## src/rtl/echo_delay_ctrl_if.sv

```systemverilog
`default_nettype none
// ============================================================================
// Module      : echo_delay_ctrl_if
// Description : Port bundle between the echo delay sequencer and its
//               synchronous FIFO (1-cycle read latency).
// Revision    : 1.0  initial release
// ============================================================================
interface echo_delay_ctrl_if #(
  parameter int DATA_W = 32
);
  logic              fifo_wr_en;
  logic [DATA_W-1:0] fifo_wr_data;
  logic              fifo_rd_en;
  logic [DATA_W-1:0] fifo_rd_data;
  logic              fifo_full;
  logic              fifo_empty;

  // Sequencer side: owns the enables, observes data and flags
  modport master (
    output fifo_wr_en,
    output fifo_wr_data,
    output fifo_rd_en,
    input  fifo_rd_data,
    input  fifo_full,
    input  fifo_empty
  );

  // FIFO side
  modport slave (
    input  fifo_wr_en,
    input  fifo_wr_data,
    input  fifo_rd_en,
    output fifo_rd_data,
    output fifo_full,
    output fifo_empty
  );
endinterface
`default_nettype wire

```

## src/rtl/echo_delay_ctrl.sv

```systemverilog
`default_nettype none
// ============================================================================
// Module      : echo_delay_ctrl
// Description : Sequencer for the FIFO-based echo delay line. Keeps FIFO
//               occupancy equal to the programmed delay (fill / run / drain)
//               and emits one output sample exactly 1 clk after each input.
//               Optional macro ECHO_MIX_EN: mix dry input with attenuated
//               delayed sample (per 16-bit channel, saturating).
// Revision    : 1.0  initial release
// ============================================================================
module echo_delay_ctrl #(
  parameter int DATA_W        = 32,
  parameter int DEPTH_W       = 12,
  parameter int DEFAULT_DELAY = 1024,
  parameter int ATTEN_SHIFT   = 1
) (
  input  wire logic               clk,
  input  wire logic               reset_n,
  input  wire logic               sample_valid,
  input  wire logic [DATA_W-1:0]  sample_in,
  input  wire logic [DEPTH_W-1:0] delay_num,
  input  wire logic               delay_update,
  echo_delay_ctrl_if.master       fifo,
  output logic      [DATA_W-1:0]  sample_out,
  output logic                    sample_out_valid,
  output logic      [DEPTH_W:0]   occupancy,
  output logic      [1:0]         state_o,
  output logic                    err
);

  typedef enum logic [1:0] {
    FILL  = 2'd0,
    RUN   = 2'd1,
    DRAIN = 2'd2
  } state_t;

  // Source of the sample presented 1 clk after sample_valid
  localparam logic [1:0] MODE_ZERO = 2'd0;  // fill: silence (or dry when mixing)
  localparam logic [1:0] MODE_FIFO = 2'd1;  // delayed sample from FIFO Q
  localparam logic [1:0] MODE_PASS = 2'd2;  // zero delay: registered input

  // A target wider than the FIFO can hold is clamped to the largest count
  localparam logic [DEPTH_W-1:0] DEFAULT_TGT =
    (DEFAULT_DELAY > (1 << DEPTH_W) - 1) ? {DEPTH_W{1'b1}} : DEPTH_W'(DEFAULT_DELAY);

  state_t             state, state_nxt;
  logic [DEPTH_W-1:0] target, target_nxt;
  logic [DEPTH_W:0]   occ, occ_nxt;
  logic               wr_req, rd_req, wr_ok, rd_ok, viol;
  logic [1:0]         mode_nxt, out_mode;
  logic               out_valid;
  logic               err_r;
  logic [DATA_W-1:0]  in_d;
  logic [DATA_W-1:0]  out_sel;

  // One 16-bit channel: dry + (wet >>> ATTEN_SHIFT), saturated to int16
  function automatic logic [15:0] mix16(input logic [15:0] dry, input logic [15:0] wet);
    logic signed [15:0] att;
    logic signed [16:0] sum;
    att = $signed(wet) >>> ATTEN_SHIFT;
    sum = $signed({dry[15], dry}) + $signed({att[15], att});
    if (sum > 17'sd32767)
      mix16 = 16'h7FFF;
    else if (sum < -17'sd32768)
      mix16 = 16'h8000;
    else
      mix16 = sum[15:0];
  endfunction

  // FSM state register
  always_ff @(posedge clk or negedge reset_n) begin
    if (!reset_n)
      state <= FILL;
    else
      state <= state_nxt;
  end

  // FIFO access decision, protection, occupancy/target update and next-state
  always_comb begin
    wr_req   = 1'b0;
    rd_req   = 1'b0;
    mode_nxt = MODE_ZERO;
    if (sample_valid) begin
      case (state)
        FILL: begin
          wr_req   = 1'b1;
          mode_nxt = MODE_ZERO;
        end
        RUN: begin
          if (target == '0) begin
            mode_nxt = MODE_PASS;
          end else begin
            wr_req   = 1'b1;
            rd_req   = 1'b1;
            mode_nxt = MODE_FIFO;
          end
        end
        DRAIN: begin
          wr_req   = 1'b1;
          rd_req   = 1'b1;
          mode_nxt = MODE_FIFO;
        end
        default: mode_nxt = MODE_ZERO;
      endcase
    end else if (state == DRAIN) begin
      // idle clock while too full: discard one word
      rd_req = 1'b1;
    end

    // Reads are gated by empty first; a write into a full FIFO is only safe
    // when a read frees a word in the same clock.
    rd_ok = rd_req & ~fifo.fifo_empty;
    wr_ok = wr_req & ~(fifo.fifo_full & ~rd_ok);
    viol  = (rd_req & fifo.fifo_empty) | (wr_req & fifo.fifo_full & ~rd_ok);

    case ({wr_ok, rd_ok})
      2'b10:   occ_nxt = occ + 1'b1;
      2'b01:   occ_nxt = occ - 1'b1;
      default: occ_nxt = occ;
    endcase

    // delay_num is DEPTH_W wide, so it never exceeds the clamp limit
    target_nxt = delay_update ? delay_num : target;

    // State always reflects the occupancy/target pair in force next clock
    if (occ_nxt < {1'b0, target_nxt})
      state_nxt = FILL;
    else if (occ_nxt == {1'b0, target_nxt})
      state_nxt = RUN;
    else
      state_nxt = DRAIN;
  end

  // Occupancy, target, sticky error and output-alignment registers
  always_ff @(posedge clk or negedge reset_n) begin
    if (!reset_n) begin
      occ       <= '0;
      target    <= DEFAULT_TGT;
      err_r     <= 1'b0;
      out_valid <= 1'b0;
      out_mode  <= MODE_ZERO;
      in_d      <= '0;
    end else begin
      occ       <= occ_nxt;
      target    <= target_nxt;
      out_valid <= sample_valid;
      out_mode  <= mode_nxt;
      if (viol)
        err_r <= 1'b1;
      if (sample_valid)
        in_d <= sample_in;
    end
  end

  // Output selection; FIFO Q is valid in the clock after the read
  always_comb begin
    out_sel = '0;
`ifdef ECHO_MIX_EN
    case (out_mode)
      MODE_FIFO: out_sel = {mix16(in_d[DATA_W-1:DATA_W-16], fifo.fifo_rd_data[DATA_W-1:DATA_W-16]),
                            mix16(in_d[15:0], fifo.fifo_rd_data[15:0])};
      default:   out_sel = in_d;
    endcase
`else
    case (out_mode)
      MODE_FIFO: out_sel = fifo.fifo_rd_data;
      MODE_PASS: out_sel = in_d;
      default:   out_sel = '0;
    endcase
`endif
  end

  assign fifo.fifo_wr_en   = wr_ok;
  assign fifo.fifo_wr_data = sample_in;
  assign fifo.fifo_rd_en   = rd_ok;

  assign sample_out       = out_valid ? out_sel : '0;
  assign sample_out_valid = out_valid;
  assign occupancy        = occ;
  assign state_o          = state;
  assign err              = err_r;

endmodule
`default_nettype wire

```

## src/flat_wrapper.sv

```systemverilog
// flat-port wrapper written by rule: the top's interface ports become plain ports
module echo_delay_ctrl_flat 
#(
  parameter int DATA_W        = 32,
  parameter int DEPTH_W       = 12,
  parameter int DEFAULT_DELAY = 1024,
  parameter int ATTEN_SHIFT   = 1
)
  (clk, reset_n, sample_valid, sample_in, delay_num, delay_update, sample_out, sample_out_valid, occupancy, state_o, err, fifo_fifo_wr_en, fifo_fifo_wr_data, fifo_fifo_rd_en, fifo_fifo_rd_data, fifo_fifo_full, fifo_fifo_empty);
  echo_delay_ctrl_if #(.DATA_W(DATA_W)) fifo_i ();
  input  wire logic clk;
  input  wire logic reset_n;
  input  wire logic sample_valid;
  input  wire logic [DATA_W-1:0] sample_in;
  input  wire logic [DEPTH_W-1:0] delay_num;
  input  wire logic delay_update;
  output logic      [DATA_W-1:0] sample_out;
  output logic sample_out_valid;
  output logic      [DEPTH_W:0] occupancy;
  output logic      [1:0] state_o;
  output logic err;
  output wire logic [$bits(fifo_i.fifo_wr_en)-1:0] fifo_fifo_wr_en;
  output wire logic [$bits(fifo_i.fifo_wr_data)-1:0] fifo_fifo_wr_data;
  output wire logic [$bits(fifo_i.fifo_rd_en)-1:0] fifo_fifo_rd_en;
  input wire logic [$bits(fifo_i.fifo_rd_data)-1:0] fifo_fifo_rd_data;
  input wire logic [$bits(fifo_i.fifo_full)-1:0] fifo_fifo_full;
  input wire logic [$bits(fifo_i.fifo_empty)-1:0] fifo_fifo_empty;
  assign fifo_fifo_wr_en = fifo_i.fifo_wr_en;
  assign fifo_fifo_wr_data = fifo_i.fifo_wr_data;
  assign fifo_fifo_rd_en = fifo_i.fifo_rd_en;
  assign fifo_i.fifo_rd_data = fifo_fifo_rd_data;
  assign fifo_i.fifo_full = fifo_fifo_full;
  assign fifo_i.fifo_empty = fifo_fifo_empty;
  echo_delay_ctrl #(.DATA_W(DATA_W), .DEPTH_W(DEPTH_W), .DEFAULT_DELAY(DEFAULT_DELAY), .ATTEN_SHIFT(ATTEN_SHIFT)) u_core (.clk(clk), .reset_n(reset_n), .sample_valid(sample_valid), .sample_in(sample_in), .delay_num(delay_num), .delay_update(delay_update), .fifo(fifo_i), .sample_out(sample_out), .sample_out_valid(sample_out_valid), .occupancy(occupancy), .state_o(state_o), .err(err));
endmodule
```

## config.mk

```make
export PLATFORM = sky130hd
export DESIGN_NAME = echo_delay_ctrl_flat
export DESIGN_NICKNAME = d
export VERILOG_FILES = /design/src/rtl/echo_delay_ctrl_if.sv /design/src/rtl/echo_delay_ctrl.sv /design/src/flat_wrapper.sv
export SDC_FILE = /design/constraint.sdc
export NUM_CORES = 1
export LEC_CHECK = 0
export BUFFER_PORTS_ARGS = -buffer_cell sky130_fd_sc_hd__buf_4
export CORE_ASPECT_RATIO = 1.1
export CORE_UTILIZATION = 44
export DETAILED_ROUTE_END_ITERATION = 10
export PLACE_DENSITY = 0.8
export SLEW_MARGIN = 20
export SYNTH_ARGS = -nofsm -noshare
export SYNTH_HDL_FRONTEND = slang
export SYNTH_SLANG_ARGS = --single-unit
```

## constraint.sdc

```tcl
create_clock -name clk -period 4.38 [get_ports clk]
set_clock_uncertainty 0.2 [all_clocks]
set_input_delay 0.219 -clock clk [delete_from_list [all_inputs] [get_ports clk]]
set_output_delay 0.219 -clock clk [all_outputs]
set_load 0.02 [all_outputs]
```

=== After elaboration in Yosys (flattened, before gate mapping) ===
Index checks and enable logic that the tools add are counted.

* Add/sub/neg operators: 2
* Multipliers: 0
* Div/mod/pow operators: 0
* Magnitude comparators: 1
* Eq/ne operators: 7
* Shifts and indexed selects: 0
* Muxes and demuxes: 15
* Bitwise gates (word level): 10
* Reductions and logical operators: 3

{| class="wikitable"
|+ Operators with widths
! operator !! count
|-
| $pmux 32 s2 || 1
|-
| $mux 32 || 1
|-
| $pmux 13 s2 || 1
|-
| $add 13x1->13 const B || 1
|-
| $eq 13x12->1 || 1
|-
| $lt 13x12->1 || 1
|-
| $sub 13x1->13 const B || 1
|-
| $logic_not 12->1 || 1
|-
| $mux 12 || 1
|-
| $mux 2 || 4
|-
| $and 1x1->1 || 6
|-
| $eq 2x1->1 const B || 3
|-
| $eq 2x2->1 const B || 3
|-
| $mux 1 || 4
|-
| $pmux 1 s2 || 2
|-
| $pmux 2 s2 || 1
|-
| $not 1->1 || 3
|-
| $logic_not 2->1 || 1
|-
| $reduce_or 2->1 || 1
|-
| $or 1x1->1 || 1
|}

* Flip-flop bits (word level): 63
* Bits in latches: 0
* Memory bits (writable): 0
* Memory bits (read-only): 0
* Input bits: 82
* Output and inout port bits: 83
* Word-level logic and storage cells: 45
* Memories: 0

=== Longest topological paths before layout ===
Gate-level depths: netlist (run 1).

* Word-level depth: 14
* Gate-level depth with buffers: 22
* Depth with buffers taken out: 22

=== Least setup slack after synthesis (run 1) ===
Ideal clock, no wire load.

* Kind: register -> register
* Start point: register u_core.state[0] (netlist: u_core.state_o[0])
* End point: register u_core.state[1] (netlist: u_core.state_o[1])
* Setup time: 0.131 ns
* Arrival time: 4.647 ns
* Required time: 4.049 ns
* Setup slack: -0.598 ns
* Stages on the path, launching flop included: 20
* Buffers on the path: 0
* Clock period less this slack: 4.978 ns
* Cell sequence: dfrtp_1 inv_1 ha_1 o22ai_1 or2_2 inv_1 ha_1 ha_1 and2b_1 o31ai_2 a21oi_1 o31a_1 o21a_1 o31ai_1 ha_1 and3_1 a221oi_1 o31ai_1 nor2b_1 or3_1

* Longest elaborated chain between the ends: 13
* Elaborated cells between the ends (all ways): 21
* Classes of those cells: 1 x order compare; 5 x eq/ne; 8 x mux; 5 x bitwise; 2 x reduce/logical

{| class="wikitable"
|+ Ends and longest elaborated chain
! item !! RTL line !! text
|-
| start, declared || echo_delay_ctrl.sv:46 || <nowiki>state_t state, state_nxt;</nowiki>
|-
| start signal, assigned || echo_delay_ctrl.sv:75 || <nowiki>state <= state_nxt;</nowiki>
|-
| $eq 2x2->1 or $eq 2x1->1 (tied branches) || echo_delay_ctrl.sv:84, echo_delay_ctrl.sv:105 ||
|-
| $pmux 1 s2 or $mux 1 (tied branches) || echo_delay_ctrl.sv:84, echo_delay_ctrl.sv:105 ||
|-
| $mux 1 * || echo_delay_ctrl.sv:83 || <nowiki>if (sample_valid) begin</nowiki>
|-
| $and 1x1->1 * || echo_delay_ctrl.sv:112 || <nowiki>rd_ok = rd_req & ~fifo.fifo_empty;</nowiki>
|-
| named net fifo_fifo_rd_en || flat_wrapper.sv:24 || <nowiki>output wire logic [$bits(fifo_i.fifo_rd_en)-1:0] fifo_fifo_rd_en;</nowiki>
|-
| $not 1->1 || echo_delay_ctrl.sv:113 || <nowiki>wr_ok = wr_req & ~(fifo.fifo_full & ~rd_ok);</nowiki>
|-
| $and 1x1->1 || echo_delay_ctrl.sv:113 ||
|-
| $not 1->1 || echo_delay_ctrl.sv:113 ||
|-
| $and 1x1->1 || echo_delay_ctrl.sv:113 ||
|-
| $eq 2x1->1 or $eq 2x2->1 (tied branches) || echo_delay_ctrl.sv:116 || <nowiki>case ({wr_ok, rd_ok})</nowiki>
|-
| $pmux 13 s2 * || echo_delay_ctrl.sv:116 ||
|-
| named net u_core.occ_nxt[10] || echo_delay_ctrl.sv:48 || <nowiki>logic [DEPTH_W:0] occ, occ_nxt;</nowiki>
|-
| branches (longest 2 deep; another with $lt 13x12->1) || - ||
|-
| $mux 2 * || echo_delay_ctrl.sv:126 || <nowiki>if (occ_nxt < {1'b0, target_nxt})</nowiki>
|-
| named net u_core.state_nxt[1] || echo_delay_ctrl.sv:46 ||
|}

Mark *: on every way through the listed nets, which the timed path passes.
A chain may end at the register's enable or synchronous reset.

=== Worst setup path in the final report (run 1) ===
* Start point: register u_core.target[4]
* End point: register u_core.state[1] (netlist: u_core.state_o[1])

* Longest elaborated chain between the ends: 14
* Elaborated cells between the ends (all ways): 19
* Classes of those cells: 1 x order compare; 3 x eq/ne; 9 x mux; 5 x bitwise; 1 x reduce/logical

{| class="wikitable"
|+ Ends and longest elaborated chain
! item !! RTL line !! text
|-
| start, declared || echo_delay_ctrl.sv:47 || <nowiki>logic [DEPTH_W-1:0] target, target_nxt;</nowiki>
|-
| start signal, assigned || echo_delay_ctrl.sv:145 || <nowiki>target <= target_nxt;</nowiki>
|-
| $logic_not 12->1 * || echo_delay_ctrl.sv:90 || <nowiki>if (target == '0) begin</nowiki>
|-
| $mux 1 * || echo_delay_ctrl.sv:90 ||
|-
| $pmux 1 s2 || echo_delay_ctrl.sv:84 || <nowiki>case (state)</nowiki>
|-
| $mux 1 || echo_delay_ctrl.sv:83 ||
|-
| $and 1x1->1 || echo_delay_ctrl.sv:112 ||
|-
| $not 1->1 || echo_delay_ctrl.sv:113 ||
|-
| $and 1x1->1 || echo_delay_ctrl.sv:113 ||
|-
| $not 1->1 || echo_delay_ctrl.sv:113 ||
|-
| $and 1x1->1 || echo_delay_ctrl.sv:113 ||
|-
| $eq 2x1->1 or $eq 2x2->1 (tied branches) || echo_delay_ctrl.sv:116 ||
|-
| $pmux 13 s2 * || echo_delay_ctrl.sv:116 ||
|-
| named net u_core.occ_nxt[10] || echo_delay_ctrl.sv:48 ||
|-
| branches (longest 2 deep; another with $lt 13x12->1) || - ||
|-
| $mux 2 * || echo_delay_ctrl.sv:126 ||
|-
| named net u_core.state_nxt[1] || echo_delay_ctrl.sv:46 ||
|}

Marked as above.

==> results.yml, run 1 <==
synthesis:
  synth_top_family_by_area: "compound AO/OA/AOI/OAI gates"
  ys_top_cells_by_count: "dfrtp_1 (62), nor2_1 (39), mux2_2 (34), a22oi_1 (32), buf_4 (32)"
  synthAdderAreaFrac_pct: 10.1
  synth_cells: 388
  synthXorXnorAreaFrac_pct: 2.01
  synth_compound_area_share_pct: 15.4
  yosysSeqAreaShare_pct: 40.3
  yosysWarnings: 0
  synthFlopType: "dfrtp_1"
  ys_types: 47
  async_flop_share_pct: 100
  synthesis.nets: 501
  synth_area_leaders: "dfrtp_1 (40%), mux2_2 (9.8%), ha_1 (9.6%)"
  synth-seq-cells: 63
  synthMuxAreaShare_pct: 12.8
  syn_area_per_cell_um2: 10.1
  synthSimpleGateAreaFrac_pct: 9.29
  synth.most_common_cell: "dfrtp_1"
  yosys.area.top_type: "dfrtp_1"
  synth-edff-count: 0
  syn-cell-area_um2: 3920
  synth_top_area_share_pct: 39.6
cts:
  htreeDepth: 3
  cts_buffers: 9
  cts.clk_slew.worst_paths_ns: 0.08
  clock-sinks: 63
  cts_tree: "built"
  root_buffer: "clkbuf_8"
  clockBufferDepth: 2
  clk_latency_ns: 0.34
cells_and_area:
  layout-drive-gt1-share_pct: 48.2
  nFillCells: 594
  antennaDiodeCount: 0
  area_growth_pct: 56.3
  fin_area_um2: 6120
  layout.nets: 708
  final_core_utilization_pct: 72.1
die:
  dieArea_um2: 9290
  pin_count: 165
  rows: 35
  start_util_pct: 46.1
  die_w_um: 92.0
  die_h_um: 101
  core_area_um2: 8500
min_path:
  hold_path_depth: 3
  hold_path_end: "u_core.err"
  hold_start: "fifo_fifo_empty"
  hold_path.class: "input port to register"
setup_path:
  startpoint_type: "register"
  crit_required_ns: 4.40
  endpoint_kind: "register"
  path_max_fanout: 8
  regToRegStartpoint: "u_core.target[4]"
  critical_path.cell_chain: "nor4_2, nand3_1, and3_4, o22ai_2, or2_4, a21o_1, ha_4, ha_4, and2b_1, o31ai_4, a21oi_2, o31a_1, o21a_1, o31ai_4, ha_1, and3_4, a221oi_2, o31ai_2, nor2b_1, or3_1"
  worstSetupPathType: "register to register"
  max_stage_delay_ns: 0.40
  cp_slowest_cell: "dfrtp_1"
  reg2reg_slack_ns: -0.54
  rr_endpoint: "u_core.state_o[1]"
  worstPathArrival_ns: 4.94
  ff2ff_path_depth: 20
place:
  io_buffer_count: 164
  place_area_um2: 5270
  dp_hpwl_um: 7970
  gp_congestion: 0.926
grt:
  grt_pass1_wl_um: 18800
  antenna_found_initial: 0
  grt.overflow.total: 0
  grt_max_degree: 64
  first_global_vias: 3869
  track_usage_pct: 26.1
job:
  cap_violations: 0
timing:
  slew_viol_final: 0
  setup_viol: 2
  worst_pin_slew_ns: 0.804
  post-route-period-util_pct: 112
  min_period_ns: 4.92
  tns_ns: -0.810
  fin_ws_ns: -0.538
  timing.fmax_ghz: 0.203
  final_hold_viol_count: 0
  rsz0062_at_grt: "yes"
  relSlewSlack_pct: 46.4
route:
  wl_per_cell_um: 17.1
  via_per_inst: 5.30
  drt-initial-drc-count: 118
  drtPass1Iterations: 5
  wl_um: 12200
  dr_total_vias: 3768
  drc: 0
  drtAntennaViolNets: 0
status:
  status: "complete, but fails checks"
  violations: "setup timing"
power:
  ir_drop_mv: 0.469
  leakage_nw: 2.94
  power.density_nw_per_um2: 421
==> per-layer routing <==
layer / global-route usage [%] / routed length [um] / vias up
met5: 0 / 0 / -
met4: 10.5 / 233 / 0
met3: 4.37 / 678 / 19
met2: 49.5 / 6550 / 142
met1: 28.9 / 4700 / 1851
li1: - / - / 1756
==> critical path: cells and delay by family, from the launching register on <==
kind / cells / cell delay [ns]
adder cells (fa/ha/maj): 3 / 0.75
AND/OR/NAND/NOR: 8 / 1.65
AO/OA/AOI/OAI: 9 / 1.81
flip-flops: 1 / 0.40
==> area by class of cell <==
class / count / area [um2] / area share [%]
Clock buffer: 9 / 124 / 2.02
Clock inverter: 7 / 103 / 1.68
Inverter: 25 / 93.8 / 1.53
Multi-Input combinational cell: 252 / 2130 / 34.8
Sequential cell: 63 / 1580 / 25.8
Tap cell: 111 / 139 / 2.27
Timing Repair Buffer: 244 / 1950 / 31.9
==> flip-flops by register name, summed over array words and instances, names as in the netlist <==
signal / cells
u_core.in_d: 32
u_core.occupancy: 13
u_core.target: 12
u_core.out_mode: 2
u_core.state_o: 2
u_core.err: 1
u_core.sample_out_valid: 1
==> cell usage in the layout, fill, tap and decap left out, types with 2 or more instances in the layout <==
cell and n:
bufinv_16 2, o21a_1 4, o21ai_2 2, mux2i_1 12, dfrtp_2 2, nor3_2 3
a22oi_1 32, xor2_1 6, inv_6 3, dfrtp_1 60, nand2_1 17, a21oi_2 4
inv_1 22, and3_4 3, a211o_1 3, nand3_1 6, nor4_2 2, o31ai_4 2
ha_2 2, ha_4 4, a21oi_1 4, a21o_1 7, mux2_2 34, o21ai_0 10
dlygate4sd3_1 46, clkbuf_8 9, xnor2_1 3, buf_4 197, a211oi_1 2, a221oi_2 2
nor2_1 39, inv_2 3, ha_1 24
==> worst max-delay path by stage <==
stage,slack [ns],to,from,depth (start not counted)
5_1_grt,-0.74,u_core.state_o[1],u_core.target[4],21
4_1_cts,-0.45,u_core.state_o[1],u_core.target[1],20
3_5_place_dp,-0.56,u_core.state_o[1],u_core.target[2],20
6_report,-0.54,u_core.state_o[1],u_core.target[4],20
3_3_place_gp,-0.38,u_core.state_o[1],u_core.target[1],20
2_1_floorplan,-0.13,u_core.state_o[1],u_core.target[6],19
==> through the flow <==
step                power [mW]  worst slack (ns)  cells  hold WS [ns]
global placement          1.79            -0.383    643         0.154
global route              2.72            -0.741    711        0.0254
floorplan                 1.41            -0.126    388        -0.277
finish                    2.58            -0.538    711        0.0264
detailed placement        1.84            -0.563    644         0.161
CTS                       2.52            -0.451    708        0.0149
==> report_power, final <==
group	internal [mW]	switching, mW
clock	0.327	0.250
sequential	0.679	0.0852
combinational	0.608	0.626
==> kinds of logic (layout without fill, tap and decap cells) <==
group           Yosys count  count (layout)
xor+xnor                  9               9
flops                    63              63
simple gates             81              81
mux                      46              46
fa+ha+maj                31              31
buf+inv                  73             285
compound gates           85              85
==> repair_timing <==
action,4_1_cts,5_1_grt
setup endpoints to repair,2,2
pin swaps,5,7
gates resized for setup,16,7
hold endpoints to repair,108,0
buffers inserted,2,3
hold buffers,46,0
(Power assumes the default switching activity.)
==> run 2, diff against run 1 <==
--- a/config.mk
+++ b/config.mk
@@ -10,7 +10,7 @@
 export CORE_UTILIZATION = 44
 export DETAILED_ROUTE_END_ITERATION = 10
 export PLACE_DENSITY = 0.8
-export SLEW_MARGIN = 20
+export SLEW_MARGIN = 30
 export SYNTH_ARGS = -nofsm -noshare
 export SYNTH_HDL_FRONTEND = slang
 export SYNTH_SLANG_ARGS = --single-unit
==> constraint.sdc (replaced) <==
create_clock -name clk -period 4.4 [get_ports clk]
set_clock_uncertainty 0.2 [all_clocks]
set_input_delay 0.22 -clock clk [delete_from_list [all_inputs] [get_ports clk]]
set_output_delay 0.22 -clock clk [all_outputs]
set_load 0.02 [all_outputs]
==> results.yml, run 2 (synthesis results as in run 1) <==
status:
  status: "complete, but fails checks"
  violations: "setup timing"
timing:
  timing.fmax_ghz: 0.204
  slew_viol_final: 0
  post-route-period-util_pct: 111
  final_hold_viol_count: 0
  fin_ws_ns: -0.502
  worst_hold_slack_ns: 0.0220
  worst_pin_slew_ns: 0.795
  setup_viol: 2
  min_period_ns: 4.90
  relSlewSlack_pct: 47.0
  rsz0062_at_grt: "yes"
job:
  cap_violations: 0
place:
  io_buffer_count: 164
  place_area_um2: 5270
  dp_hpwl_um: 8060
  gp_congestion: 0.875
setup_path:
  startpoint_type: "register"
  path_max_fanout: 8
  worstSetupPathType: "register to register"
  crit_required_ns: 4.41
  max_stage_delay_ns: 0.40
  cp_slowest_cell: "dfrtp_1"
  worstPathArrival_ns: 4.91
  critical_path.cell_chain: "nor4_2, nand3_1, and3_1, o22ai_2, or2_4, a21o_1, ha_4, ha_4, and2b_1, o31ai_4, a21oi_2, o31a_1, o21a_1, o31ai_4, ha_1, and3_4, a221oi_4, o31ai_2, nor2b_1, or3_1"
  endpoint_kind: "register"
die:
  rows: 35
  die_h_um: 101
  pin_count: 165
  die_w_um: 92.0
  core_area_um2: 8500
  dieArea_um2: 9290
  start_util_pct: 46.1
cts:
  clockBufferDepth: 2
  clk_latency_ns: 0.33
  cts_tree: "built"
  root_buffer: "clkbuf_8"
  clock-sinks: 63
  cts.clk_slew.worst_paths_ns: 0.07
  htreeDepth: 3
  cts_buffers: 9
power:
  leakage_nw: 2.94
  total_power_mw: 2.58
  ir_drop_mv: 0.402
  sw_frac_of_total_pct: 36.2
  intPower_mw: 1.64
  power.density_nw_per_um2: 423
  power_frac_clock_pct: 23.8
  switchingPower_mw: 0.934
  p_seq_share_pct: 29.4
  comb_power_share_pct: 46.8
grt:
  grt.overflow.total: 0
  grt_pass1_wl_um: 18700
  antenna_found_initial: 0
  first_global_vias: 3759
  track_usage_pct: 25.9
  grt_max_degree: 64
route:
  dr_total_vias: 3748
  drtAntennaViolNets: 0
  drtPass1Iterations: 4
  wl_um: 12100
  via_per_inst: 5.29
  drc: 0
  drt-initial-drc-count: 95
  wl_per_cell_um: 17.0
cells_and_area:
  largest_reg_flops: 32
  layout.nets: 706
  final_common_cell: "buf_4"
  area_growth_pct: 55.5
  layout-drive-gt1-share_pct: 47.0
  nFillCells: 579
  regMostFlops: "u_core.in_d"
  final_core_utilization_pct: 71.7
  most-common-layout-cells: "buf_4 (196), dfrtp_1 (60), dlygate4sd3_1 (46), nor2_1 (39), mux2_2 (34)"
  antennaDiodeCount: 0
  fin_area_um2: 6090
min_path:
  hold_path.class: "input port to register"
==> run 2: final cells by class <==
class	instances	area, um2	area share, %
multi-input cells	252	2100	34.5
repair buffers	242	1930	31.7
flip-flops and latches	63	1580	25.9
well taps	111	139	2.28
clock buffers	9	124	2.03
clock inverters	7	120	1.97
inverters	25	93.8	1.54
==> run 2: through the flow <==
step	TNS, ns	std cells	setup slack, ns
floorplan	-0.106	388	-0.106
global placement	-0.494	644	-0.355
detailed placement	-0.829	644	-0.539
CTS	-0.638	708	-0.420
global route	-1.16	709	-0.690
finish	-0.766	709	-0.502
==> run 2: worst paths after layout <==
kind                                   from           endpoint  slack, ns  cells past startpoint
max                        u_core.target[0]  u_core.state_o[1]      -0.50                     20
min                         fifo_fifo_empty         u_core.err       0.02                      3
max reg2reg                u_core.target[0]  u_core.state_o[1]      -0.50                     20
min reg2reg                      u_core.err         u_core.err       0.26                      1
max in group asynchronous           reset_n  u_core.state_o[1]       3.12                      2
min in group asynchronous           reset_n     u_core.in_d[4]       0.31                      2
==> run 2: layer usage <==
metal | track usage, % | share of wire (%)
met1 | 28.8 | 38
met2 | 49.3 | 53
met3 | 4.98 | 5.9
met4 | 9.01 | 2.4
met5 | 0 | 0
==> run 2: timing repair <==
action,in CTS,in global routing
gates resized for setup,9,9
endpoints found under the hold margin,107,0
endpoints found under the setup margin,2,2
hold buffers,46,0
buffers inserted,2,1
pin swaps,6,12
==> run 2: power by group through the flow <==
| stage | sequential (mW) | combinational [mW] | clock, mW |
|---|---|---|---|
| 6_report | 0.758 | 1.21 | 0.614 |
| 5_1_grt | 0.771 | 1.30 | 0.654 |
| 4_1_cts | 0.754 | 1.15 | 0.627 |
| 3_5_place_dp | 0.761 | 1.08 | 0 |
| 3_3_place_gp | 0.759 | 1.03 | 0 |
| 2_1_floorplan | 0.808 | 0.601 | 0 |
==> run 2: worst max-delay path, delay by kind of cell, from the launching register on <==
| kind | cells | cell delay (ns) |
|---|---|---|
| DFF | 1 | 0.40 |
| and+or+nand+nor | 8 | 1.67 |
| adders and majority gates | 3 | 0.72 |
| AOI/OAI and AO/OA | 9 | 1.75 |
==> run 3, diff against run 2 <==
--- a/config.mk
+++ b/config.mk
@@ -7,9 +7,10 @@
 export LEC_CHECK = 0
 export BUFFER_PORTS_ARGS = -buffer_cell sky130_fd_sc_hd__buf_4
 export CORE_ASPECT_RATIO = 1.1
-export CORE_UTILIZATION = 44
+export CORE_MARGIN = 2
+export CORE_UTILIZATION = 35
 export DETAILED_ROUTE_END_ITERATION = 10
-export PLACE_DENSITY = 0.8
+export PLACE_DENSITY = 0.67
 export SLEW_MARGIN = 30
 export SYNTH_ARGS = -nofsm -noshare
 export SYNTH_HDL_FRONTEND = slang
==> results.yml, run 3 (synthesis results as in run 1) <==
status:
  status: "complete, but fails checks"
  violations: "setup timing"
setup_path:
  path_max_fanout: 8
  worstSetupPathType: "register to register"
  critical_path.cell_chain: "nor4_2, nand3_1, buf_4, a21oi_2, a211o_1, a21o_1, ha_4, buf_12, ha_4, a211oi_1, a21oi_2, o31a_1, o21a_1, o31ai_2, ha_1, and3_4, a221oi_2, o31ai_2, nor2b_1, or3_1"
  startpoint_type: "register"
  path_buf_inv: 2
  crit_required_ns: 4.40
  cp_slowest_cell: "dfrtp_1"
  max_stage_delay_ns: 0.39
  worstPathArrival_ns: 4.87
  endpoint_kind: "register"
  crit_family: "compound AO/OA/AOI/OAI gates"
timing:
  final_hold_viol_count: 0
  min_period_ns: 4.87
  relSlewSlack_pct: 46.5
  timing.fmax_ghz: 0.205
  slew_viol_final: 0
  rsz0062_at_grt: "yes"
  worst_pin_slew_ns: 0.803
  fin_ws_ns: -0.469
  post-route-period-util_pct: 111
  setup_viol: 2
  worst_hold_slack_ns: 0.115
job:
  cap_violations: 0
route:
  wl_met3_um: 699
  drtPass1Iterations: 6
  wl_um: 11500
  drc: 0
  via_per_inst: 4.92
  dr_wl_met2_um: 6040
  met1_length_um: 4550
  top_layer: "met4"
  dr_total_vias: 3668
  drt-initial-drc-count: 160
  drtAntennaViolNets: 0
  wl_per_cell_um: 15.4
grt:
  grt_pass1_wl_um: 17800
  antenna_found_initial: 0
  grt.overflow.total: 0
  grt_max_degree: 64
  first_global_vias: 3668
  track_usage_pct: 18.6
cts:
  clockBufferDepth: 2
  cts_buffers: 9
  cts.clk_slew.worst_paths_ns: 0.06
  htreeDepth: 3
  clock-sinks: 63
  cts_tree: "built"
  root_buffer: "clkbuf_16"
  clk_latency_ns: 0.32
cells_and_area:
  nFillCells: 895
  layout-drive-gt1-share_pct: 47.2
  final_common_cell: "buf_4"
  multi_input_area_um2: 2090
  layout.nets: 707
  register_area_um2: 1580
  area_growth_pct: 59.0
  most-common-layout-cells: "buf_4 (196), dfrtp_1 (60), dlygate4sd3_1 (46), nor2_1 (39), mux2_2 (34)"
  antennaDiodeCount: 0
  regMostFlops: "u_core.in_d"
  largest_reg_flops: 32
min_path:
  hold_path.class: "input port to register"
power:
  leakage_nw: 2.98
  power.density_nw_per_um2: 431
  ir_drop_mv: 0.401
  total_power_mw: 2.68
die:
  die_w_um: 105
  rows: 40
  core_area_um2: 10900
  start_util_pct: 35.9
  dieArea_um2: 12100
  pin_count: 165
  die_h_um: 115
place:
  gp_congestion: 0.839
  pre_cts_slack_ns: -0.501
  dp_hpwl_um: 8140
  io_buffer_count: 164
-- run 3: final timing paths --
path | to | slack, ns | depth (start not counted) | start
max in group asynchronous | u_core.state_o[0] | 3.09 | 2 | reset_n
worst min-delay path | u_core.err | 0.12 | 4 | fifo_fifo_full
min in group asynchronous | u_core.in_d[8] | 0.35 | 2 | reset_n
worst max-delay path | u_core.state_o[1] | -0.47 | 20 | u_core.target[4]
worst max register to register | u_core.state_o[1] | -0.47 | 20 | u_core.target[4]
worst min register to register | u_core.err | 0.27 | 1 | u_core.err
-- run 3: cell type report --
type	instances	area share (%)
tap	147	2.95
inverter	25	1.51
multi-input combinational	252	33.6
timing repair buffer	243	31.3
clock buffer	11	3.90
sequential	63	25.4
clock inverter	5	1.31
-- run 3: report_power, final --
group          internal [mW]  switching [mW]
clock                  0.511           0.247
sequential             0.678          0.0794
combinational          0.580           0.587
-- run 3: metrics by stage --
step / TNS, ns / util (%) / cells / cell area, um2
final: -0.632 / 57.1 / 746 / 6230
after global routing: -1.22 / 57.1 / 746 / 6230
after CTS: -0.566 / 56.3 / 741 / 6140
after detailed placement: -0.755 / 48.6 / 679 / 5310
after global placement: -0.504 / 48.6 / 679 / 5300
after floorplan: -0.106 / - / 388 / 3980
-- run 3: repair_timing --
item	in CTS	in global routing
buffers inserted	0	5
hold buffers	46	0
setup endpoints to repair	2	2
gates resized for setup	9	8
endpoints found under the hold margin	108	0
pin swaps	1	15
-- run 3: per-layer routing --
layer,vias to the layer above,global-route usage [%]
li1,1764,-
met1,1737,21.2
met2,149,34.5
met3,18,3.80
met4,0,7.11
met5,-,0
-- run 3: worst reg2reg max path, delay by kind of cell, from the launching register on --
family | cells | cell delay (ns)
AOI/OAI and AO/OA | 10 | 2.03
adders and majority gates | 3 | 0.73
buffers and inverters | 2 | 0.29
DFF | 1 | 0.39
and+or+nand+nor | 5 | 1.10
